$ cat src/rtl/matrix_feeder_pkg.sv
// Shared types and defaults for the matrix row feeder: FSM state encoding,
// zero-fill value for padded lanes and default parameter values.
package matrix_feeder_pkg;

    typedef enum logic [2:0] {
        IDLE    = 3'd0,
        READ    = 3'd1,
        LAST    = 3'd2,
        PRESENT = 3'd3,
        DONE    = 3'd4
    } feeder_state_e;

    localparam logic        ZERO_FILL_BIT     = 1'b0;
    localparam int unsigned DEF_ELEMENT_WIDTH = 32;
    localparam int unsigned DEF_NO_OF_LANES   = 4;
    localparam int unsigned DEF_NI            = 8;
    localparam int unsigned DEF_ADDR_W        = 16;

endpackage

$ cat src/rtl/row_chunk_addr_gen.sv
// Chunk-memory address for one lane: (group*M + lane)*mult + chunk, truncated
// to ADDR_W bits.
module row_chunk_addr_gen
    import matrix_feeder_pkg::*;
#(
    parameter int unsigned M      = DEF_NO_OF_LANES,
    parameter int unsigned ADDR_W = DEF_ADDR_W,
    parameter int unsigned LANE_W = 2
) (
    input  logic [31:0]       group,
    input  logic [LANE_W-1:0] lane,
    input  logic [31:0]       chunk,
    input  logic [31:0]       mult,
    output logic [ADDR_W-1:0] mem_addr
);

    logic [31:0] row_c;
    logic [31:0] full_c;

    always_comb begin
        row_c    = group * 32'(M) + 32'(lane);
        full_c   = row_c * mult + chunk;
        mem_addr = ADDR_W'(full_c);
    end

endmodule

$ cat src/rtl/matrix_row_feeder.sv
// Feeds M row lanes with NI-element chunks read from a chunk memory, one lane
// read per cycle, then pulses you_can_read. Optional FEEDER_ZERO_PAD_EN
// zero-fills lanes whose row index lies beyond total_with_additional_A.
module matrix_row_feeder
    import matrix_feeder_pkg::*;
#(
    parameter int unsigned element_width               = DEF_ELEMENT_WIDTH,
    parameter int unsigned no_of_row_by_vector_modules = DEF_NO_OF_LANES,
    parameter int unsigned NI                          = DEF_NI,
    parameter int unsigned ADDR_W                      = DEF_ADDR_W
) (
    input  logic                                                 clk,
    input  logic                                                 reset,
    input  logic                                                 start,
    input  logic                                                 memories_pre_preprocess,
    input  logic [31:0]                                          total_with_additional_A,
    input  logic [31:0]                                          row_length,
    output logic                                                 mem_rd_en,
    output logic [ADDR_W-1:0]                                    mem_addr,
    input  logic [NI*element_width-1:0]                          mem_rd_data,
    output logic [no_of_row_by_vector_modules*NI*element_width-1:0] A_rows,
    output logic [no_of_row_by_vector_modules-1:0]               you_can_read,
    output logic [no_of_row_by_vector_modules*32-1:0]            no_of_multiples,
    output logic                                                 feeder_done
);

    localparam int unsigned M      = no_of_row_by_vector_modules;
    localparam int unsigned CW     = NI * element_width;
    localparam int unsigned LANE_W = (M > 1) ? $clog2(M) : 1;

    feeder_state_e     state_q, state_d;
    logic [LANE_W-1:0] lane_q, lane_d;
    logic [31:0]       group_q, group_d;
    logic [31:0]       chunk_q, chunk_d;
    logic [31:0]       mult_q, mult_d;
    logic              rd_en_q, rd_en_d;
    logic [ADDR_W-1:0] addr_q, addr_d;
    logic [M-1:0]      ycr_q, ycr_d;
    logic              done_q, done_d;
    logic [M*32-1:0]   nom_q, nom_d;
    logic [M*CW-1:0]   a_rows_q, a_rows_d;
    logic              cap_en_q, cap_en_d;
    logic              cap_zero_q, cap_zero_d;
    logic [LANE_W-1:0] cap_lane_q, cap_lane_d;

    logic [31:0]       mult_c;
    logic [32:0]       groups_c;
    logic              all_done_c;
    logic              last_group_c;
    logic [LANE_W-1:0] gen_lane_c;
    logic [ADDR_W-1:0] gen_addr_c;
    logic              gen_active_c;
    logic [M*32-1:0]   nom_accept_c;

    always_comb begin
        mult_c       = row_length / 32'(NI);
        groups_c     = ({1'b0, total_with_additional_A} + 33'(M - 1)) / 33'(M);
        all_done_c   = {1'b0, group_q} >= groups_c;
        last_group_c = ({1'b0, group_q} + 33'd1) >= groups_c;
        gen_lane_c   = (state_q == READ) ? lane_q + LANE_W'(1) : '0;
    end

    row_chunk_addr_gen #(
        .M      (M),
        .ADDR_W (ADDR_W),
        .LANE_W (LANE_W)
    ) u_addr_gen (
        .group    (group_q),
        .lane     (gen_lane_c),
        .chunk    (chunk_q),
        .mult     (mult_c),
        .mem_addr (gen_addr_c)
    );

`ifdef FEEDER_ZERO_PAD_EN
    logic [31:0] gen_row_c;

    always_comb begin
        gen_row_c    = group_q * 32'(M) + 32'(gen_lane_c);
        gen_active_c = gen_row_c < total_with_additional_A;
    end

    // Padding rows report zero chunks per row
    always_comb begin
        nom_accept_c = '0;
        for (int unsigned l = 0; l < M; l++) begin
            if (group_q * 32'(M) + 32'(l) < total_with_additional_A)
                nom_accept_c[(M-1-l)*32 +: 32] = mult_c;
        end
    end
`else
    assign gen_active_c = 1'b1;

    always_comb begin
        nom_accept_c = '0;
        for (int unsigned l = 0; l < M; l++) begin
            nom_accept_c[(M-1-l)*32 +: 32] = mult_c;
        end
    end
`endif

    always_comb begin
        state_d    = state_q;
        lane_d     = lane_q;
        group_d    = group_q;
        chunk_d    = chunk_q;
        mult_d     = mult_q;
        rd_en_d    = 1'b0;
        addr_d     = addr_q;
        ycr_d      = '0;
        done_d     = done_q;
        nom_d      = nom_q;
        cap_en_d   = 1'b0;
        cap_zero_d = 1'b0;
        cap_lane_d = lane_q;
        a_rows_d   = a_rows_q;

        if (!start) begin
            state_d = IDLE;
            lane_d  = '0;
            group_d = '0;
            chunk_d = '0;
            done_d  = 1'b0;
        end else begin
            // Land the chunk requested last cycle into its lane slice
            for (int unsigned l = 0; l < M; l++) begin
                if (cap_en_q && cap_lane_q == LANE_W'(l))
                    a_rows_d[(M-1-l)*CW +: CW] = cap_zero_q ? {CW{ZERO_FILL_BIT}} : mem_rd_data;
            end

            unique case (state_q)
                IDLE: begin
                    if (mult_c == 32'd0 || all_done_c) begin
                        state_d = DONE;
                        done_d  = 1'b1;
                    end else if (memories_pre_preprocess) begin
                        state_d = READ;
                        lane_d  = '0;
                        mult_d  = mult_c;
                        nom_d   = nom_accept_c;
                        rd_en_d = gen_active_c;
                        addr_d  = gen_addr_c;
                    end
                end
                READ: begin
                    cap_en_d   = 1'b1;
                    cap_zero_d = !rd_en_q;
                    cap_lane_d = lane_q;
                    if (lane_q == LANE_W'(M - 1)) begin
                        state_d = LAST;
                    end else begin
                        lane_d  = gen_lane_c;
                        rd_en_d = gen_active_c;
                        addr_d  = gen_addr_c;
                    end
                end
                LAST: begin
                    state_d = PRESENT;
                    ycr_d   = '1;
                end
                PRESENT: begin
                    state_d = IDLE;
                    if (chunk_q == mult_q - 32'd1) begin
                        chunk_d = '0;
                        group_d = group_q + 32'd1;
                        if (last_group_c) begin
                            state_d = DONE;
                            done_d  = 1'b1;
                        end
                    end else begin
                        chunk_d = chunk_q + 32'd1;
                    end
                end
                DONE: begin
                    done_d = 1'b1;
                end
                default: begin
                    state_d = IDLE;
                end
            endcase
        end
    end

    always_ff @(posedge clk) begin
        if (reset) begin
            state_q    <= IDLE;
            lane_q     <= '0;
            group_q    <= '0;
            chunk_q    <= '0;
            mult_q     <= '0;
            rd_en_q    <= 1'b0;
            addr_q     <= '0;
            ycr_q      <= '0;
            done_q     <= 1'b0;
            nom_q      <= '0;
            a_rows_q   <= '0;
            cap_en_q   <= 1'b0;
            cap_zero_q <= 1'b0;
            cap_lane_q <= '0;
        end else begin
            state_q    <= state_d;
            lane_q     <= lane_d;
            group_q    <= group_d;
            chunk_q    <= chunk_d;
            mult_q     <= mult_d;
            rd_en_q    <= rd_en_d;
            addr_q     <= addr_d;
            ycr_q      <= ycr_d;
            done_q     <= done_d;
            nom_q      <= nom_d;
            a_rows_q   <= a_rows_d;
            cap_en_q   <= cap_en_d;
            cap_zero_q <= cap_zero_d;
            cap_lane_q <= cap_lane_d;
        end
    end

    assign mem_rd_en       = rd_en_q;
    assign mem_addr        = addr_q;
    assign you_can_read    = ycr_q;
    assign feeder_done     = done_q;
    assign no_of_multiples = nom_q;
    assign A_rows          = a_rows_q;

endmodule

$ cat config.mk
export PLATFORM = sky130hd
export DESIGN_NAME = matrix_row_feeder
export DESIGN_NICKNAME = d
export VERILOG_FILES = /design/src/rtl/matrix_feeder_pkg.sv /design/src/rtl/row_chunk_addr_gen.sv /design/src/rtl/matrix_row_feeder.sv
export SDC_FILE = /design/constraint.sdc
export NUM_CORES = 2
export LEC_CHECK = 0
export CAP_MARGIN = 20
export CORE_AREA = 2 2 586 588
export CTS_CLUSTER_SIZE = 14
export DETAILED_ROUTE_END_ITERATION = 10
export DIE_AREA = 0 0 588 590
export MAX_ROUTING_LAYER = met4
export PLACE_DENSITY = 0.35
export SYNTH_ARGS = -nofsm -noshare
export SYNTH_HDL_FRONTEND = slang
export SYNTH_SLANG_ARGS = --single-unit
$ cat constraint.sdc
create_clock -name clk -period 9.2 [get_ports clk]
set_input_delay 2.76 -clock clk [delete_from_list [all_inputs] [get_ports clk]]
set_output_delay 2.76 -clock clk [all_outputs]
set_load 0.02 [all_outputs]
* Word level (Yosys, flattened, before mapping) *
Cells that the tools add are included.

word-level totals
  register bits = 1264
  input bits = 324
  output and inout port bits = 1174
  word-level logic and storage cells = 99

operators by class
  $add $sub $neg = 8
  multipliers = 1
  magnitude comparators = 2
  eq/ne operators = 17
  multiplexer cells = 27
  bitwise gates (word level) = 4
  reductions and logical operators = 23

operators with widths
  operator               number
  $mux 256               1
  $add 32x1->32 const B  2
  $mux 16                3
  $add 32x1->33 const B  1
  $add 32x2->33 const B  1
  $ge 33x31->1           1
  $add 32x2->32          1
  $eq 32x32->1           1
  $ge 32x31->1           1
  $logic_not 32->1       1
  $mul 32x29->16         1
  $mux 32                1
  $pmux 16 s2            1
  $sub 29x1->30 const B  1
  $add 16x16->16         1
  $mux 3                 5
  $pmux 3 s5             1
  $ne 2x2->1 const B     6
  $reduce_and 4->1       3
  $reduce_and 2->1       5
  $mux 2                 4
  $mux 1                 7
  $eq 2x2->1 const B     3
  $eq 3x2->1 const B     2
  other kinds (22)       28

* Depth between registers and ports, before layout *
  depth in word-level cells = 8
  depth in mapped cells = 27
  gate-level depth less buffers = 24

* Cells and area by module *
From an unflattened synthesis, not the netlist that was laid out.

unflattened totals
  cells, all modules = 6464
  area, all modules = 50531.0 sq um

by module, submodules not included
  module              instances  cells an instance  area each (sq um)  seq. area each (sq um)
  matrix_row_feeder   1          5948               46180.5            22922.0
  row_chunk_addr_gen  1          516                4350.4             0.0

* Worst setup path after synthesis *
Ideal clock, no wire load.

  path kind = input-to-reg
  from = input port total_with_additional_A[0]
  to = register addr_q[10] (netlist: mem_addr[10])
  setup time = 0.128 ns
  data arrival time = 7.826 ns
  required time = 9.072 ns
  slack = 1.246 ns
  stages on the path = 21
  buffers on the path = 2
  path through = o2111a_1 > and2_1 > and3_1 > clkbuf_1 > nand4_1 > nor4_1 > and3_1 > nand4_1 > nor4_1 > nand4_1 > ha_1 > nand4_1 > or3_1 > nor4_1 > o21ai_0 > a311oi_1 > nor4_1 > nor2_1 > clkbuf_1 > mux2i_1 > nor2_1

between the ends
  cells in the longest elaborated chain, start to end = 5

RTL lines
  item                               line                      RTL
  start, declared                    matrix_row_feeder.sv:16   input logic [31:0] total_with_additional_A,
  $add 32x2->33                      matrix_row_feeder.sv:57   groups_c = ({1'b0, total_with_additional_A} + 33'(M - 1)) / 33'(M);
  $ge 32x31->1                       matrix_row_feeder.sv:58   all_done_c = {1'b0, group_q} >= groups_c;
  $logic_or 1x1->1                   matrix_row_feeder.sv:133  if (mult_c == 32'd0 || all_done_c) begin
  $ne 2x2->1 (no source line)        -
  $reduce_and 5->1 (no source line)  -
  end signal, assigned               matrix_row_feeder.sv:207  addr_q <= addr_d;
  end, declared                      matrix_row_feeder.sv:37   logic [ADDR_W-1:0] addr_q, addr_d;

Every way passes these cells.
A chain may end at the register's enable or synchronous reset.

* Worst setup path in the final report *
  from = input port total_with_additional_A[3]
  to = register nom_q[121] (netlist: no_of_multiples[121])

between the ends
  cells in the longest elaborated chain, start to end = 5

RTL lines
  item                               line                      RTL
  $add 32x2->33                      matrix_row_feeder.sv:57
  $ge 32x31->1                       matrix_row_feeder.sv:58
  $logic_or 1x1->1                   matrix_row_feeder.sv:133
  $not 1->1 (no source line)         -
  $reduce_and 4->1 (no source line)  -
  end signal, assigned               matrix_row_feeder.sv:210  nom_q <= nom_d;
  end, declared                      matrix_row_feeder.sv:40   logic [M*32-1:0] nom_q, nom_d;

Every way passes these cells.

==> reports/results.ini <==
[sta]
setup_violations=0
hold_viol=0
slew_violations=0
max_slew.worst_pin.slew_ns=1.29
fmax_mhz=118
maxSlewHeadroom_pct=14.3
skew_ns=0.0378
fin_crit_sh_pct=92.1
rsz0062_at_grt=false
layout_min_cycle_time_ns=8.47

[worst_hold_path]
min_to=A_rows[617]$_SDFFE_PP0P_
hp-start=A_rows[617]$_SDFFE_PP0P_
worstHoldPathType=reg -> reg
hold_path_depth=2

[detailed_routing]
routed.top_layer=met4
wl_met1_um=127000
wl_per_cell_um=23.9
drt_wl_total_um=294000
ant_nets=0
drtIter0Drc=3223
dr_wl_met2_um=140000
route.met3.wl_um=19600
viasPerCell=3.89
drc_errors=0
drt-pass1-iter-count=8
vias=48000

[clock_tree]
cts_made_buffers=157
holdBufCountCts=0
cts_sinks=1145
cts_root_buf=clkbuf_16
cts_tree=done
cts_resized=0
htree_num_levels=4
clock_latency_ns=0.85
cts_max_path_buffers=4
cts_setup_buffers=0
clk_pin_slew_ns=0.06

[synthesis]
ys.flop_type=dfxtp_1
yosys.cell_types.count=68
yosys.area.top_type=dfxtp_1
synth_top_family_by_area=simple AND/OR/NAND/NOR gates
async_flop_share_pct=0
synth_compound_area_share_pct=12.4
synth_top_area_share_pct=45.9
yosysSeqAreaShare_pct=45.9
netlist_instances=6401
synthAdderAreaFrac_pct=6.72
netlist_area_mm2=0.0499
synthTopCellsByCount=nand2_1, dfxtp_1, a21oi_1, clkbuf_1, nor2b_1
muxShareOfSynthArea_pct=1.12
synthMostInstantiatedCell=nand2_1
syn_avg_cell_area_um2=7.80
synthTopCellsByArea=dfxtp_1, nand2_1, a21oi_1
yosys.area_share.xor_xnor_pct=2.82
synth-edff-count=0
yosys_warnings=0
ys_ff_latch=1145
yosys.area_share.simple_pct=24.8

[worst_setup_path]
critPathCaptureType=flop
cp.arrival_ns=9.15
rrSetupSlack_ns=2.96
path_cells=clkdlybuf4s50_1 -> o2111a_1 -> and2_1 -> and3_1 -> nand4_1 -> nor4_1 -> buf_4 -> and3_1 -> nand4_1 -> nor4_1 -> nand4_1 -> ha_1 -> nand4_1 -> or3_1 -> nor4_1 -> o21ai_0 -> a311oi_1 -> buf_4 -> nor4_2 -> buf_4 -> mux2i_1 -> nor2_1
slowest_delay_ns=0.61
crit_type=in -> reg
r2r-end=mem_addr[15]$_SDFFE_PP0P_
start_kind=input port
reg2reg_depth=21
critPathMaxFanout=29
r2r-start=state_q[2]$_SDFFE_PP0P_
crit_path_frequent_cell=nand4_1
critPathRequiredTime_ns=9.88
critPathSlowestCell=nor4_1

[pwr]
internal_power_mw=9.09
p_comb_share_pct=6.9
power.density_mw_per_mm2=164
swShare_pct=26.0
peakVddDrop_uv=116
pwr-share-clk_pct=52.4
p_sw_mw=3.20
seqPwrFrac_pct=40.7
p_leak_nw=25.2

[floorplanning]
die_w_um=588
num_io_pins=1498
die_area_mm2=0.347
num_rows=215
start_util_pct=14.6
die_h_um=590
core-area_mm2=0.341

[grt]
antenna_found_initial=77
grt_pass1_wl_um=395000
grt-ovfl-total=0
grt_max_degree=198
track_usage_pct=16.6
grt_pass1_vias=46100

[layout]
layoutNonFillerInstCount=12300
nets=8145
final_cell_area_mm2=0.0748
nFillCells=37900
layout-drive-gt1-share_pct=5.19
syn_to_final_growth_pct=49.7
utilization_pct=21.9

[run]
maxCapViolations=0

[placed_design]
dp_cells=12000
gp_congestion=0.858
io_buffer_count=1482
placed_area_mm2=0.0692
hpwl_um=222000

[status]
outcome=finished, final reports clean

==> power groups by stage <==
stage / clock [mW] / sequential (mW) / combinational, mW
2_1_floorplan: 0 / 5.12 / 0.358
3_5_place_dp: 0 / 5.11 / 0.865
5_1_grt: 6.86 / 5.01 / 0.903
3_3_place_gp: 0 / 5.11 / 0.851
4_1_cts: 6.70 / 5.01 / 0.867
6_report: 6.44 / 5.01 / 0.845
==> through the flow <==
stage                     setup WS (ns)  total power [mW]  setup TNS [ns]  hold WS [ns]
final                             0.727              12.3               0         0.451
after global routing              0.378              12.8               0         0.464
after CTS                         0.828              12.6               0         0.453
after detailed placement         -0.110              5.98           -2.45         0.446
after global placement          -0.0444              5.96          -0.936         0.442
after floorplan                    1.25              5.48               0         0.447
==> area by class of cell <==
type | count | area [um^2] | area share (%)
antenna | 48 | 120 | 0.161
clock buffer | 225 | 4580 | 6.13
clock inverter | 56 | 792 | 1.06
inverter | 182 | 683 | 0.914
multi-input combinational | 4544 | 24100 | 32.2
sequential | 1145 | 22900 | 30.7
tap | 4557 | 5700 | 7.62
timing repair buffer | 1579 | 15900 | 21.3
==> critical path: cells and delay by family <==
| family | cells | cell delay [ns] |
|---|---|---|
| buffers and inverters | 4 | 1.27 |
| and+or+nand+nor | 13 | 3.46 |
| AOI/OAI and AO/OA | 3 | 0.95 |
| adders and majority gates | 1 | 0.37 |
| muxes | 1 | 0.26 |
==> layout by cell type (no fill, tap or decap), drive strengths merged, types with 19 or more instances in the layout <==
cell,Yosys,layout
nand2,2219,2219
clkdlybuf4s50,0,1481
dfxtp,1145,1145
a21oi,1065,1065
nor2b,266,266
clkbuf,420,225
inv,182,189
nor2,137,137
ha,118,118
xnor2,98,98
buf,121,98
fa,94,94
and2,69,69
xor2,60,60
mux2i,56,56
diode,0,48
nand3,42,42
nor3,39,39
clkinv,0,34
o21ai,27,27
nand4,26,26
or4,23,23
and3,21,21
o211ai,20,20
nor4,19,19
==> layer usage <==
| layer | vias up | global-route usage (%) |
|---|---|---|
| li1 | 23000 | - |
| met1 | 23100 | 20.4 |
| met2 | 1655 | 27.3 |
| met3 | 315 | 3.95 |
| met4 | 0 | 4.31 |
| met5 | - | - |
==> worst max-delay path by stage <==
| stage | startpoint | to | slack (ns) | depth (start not counted) |
|---|---|---|---|---|
| floorplan | total_with_additional_A[0] | mem_addr[10]$_SDFFE_PP0P_ | 1.25 | 21 |
| global placement | total_with_additional_A[0] | no_of_multiples[96]$_SDFFE_PP0P_ | -0.04 | 22 |
| detailed placement | total_with_additional_A[3] | no_of_multiples[121]$_SDFFE_PP0P_ | -0.11 | 22 |
| CTS | total_with_additional_A[4] | no_of_multiples[121]$_SDFFE_PP0P_ | 0.83 | 22 |
| global route | total_with_additional_A[4] | no_of_multiples[96]$_SDFFE_PP0P_ | 0.38 | 22 |
| finish | total_with_additional_A[3] | no_of_multiples[121]$_SDFFE_PP0P_ | 0.73 | 22 |
==> state kept, by name, summed over array words and instances (netlist names), 2 cells and up <==
signal	flops
chunk_q	32
A_rows	1024
cap_lane_q	2
no_of_multiples	29
lane_q	2
group_q	32
state_q	3
mem_addr	16
==> cells by family after synthesis <==
family          after synthesis
fa+ha+maj                   212
buf+inv                     723
other cells                   1
mux                          56
xor+xnor                    159
simple gates               2919
flops                      1145
compound gates             1186
No activity file was read; power rests on OpenSTA's default activity.
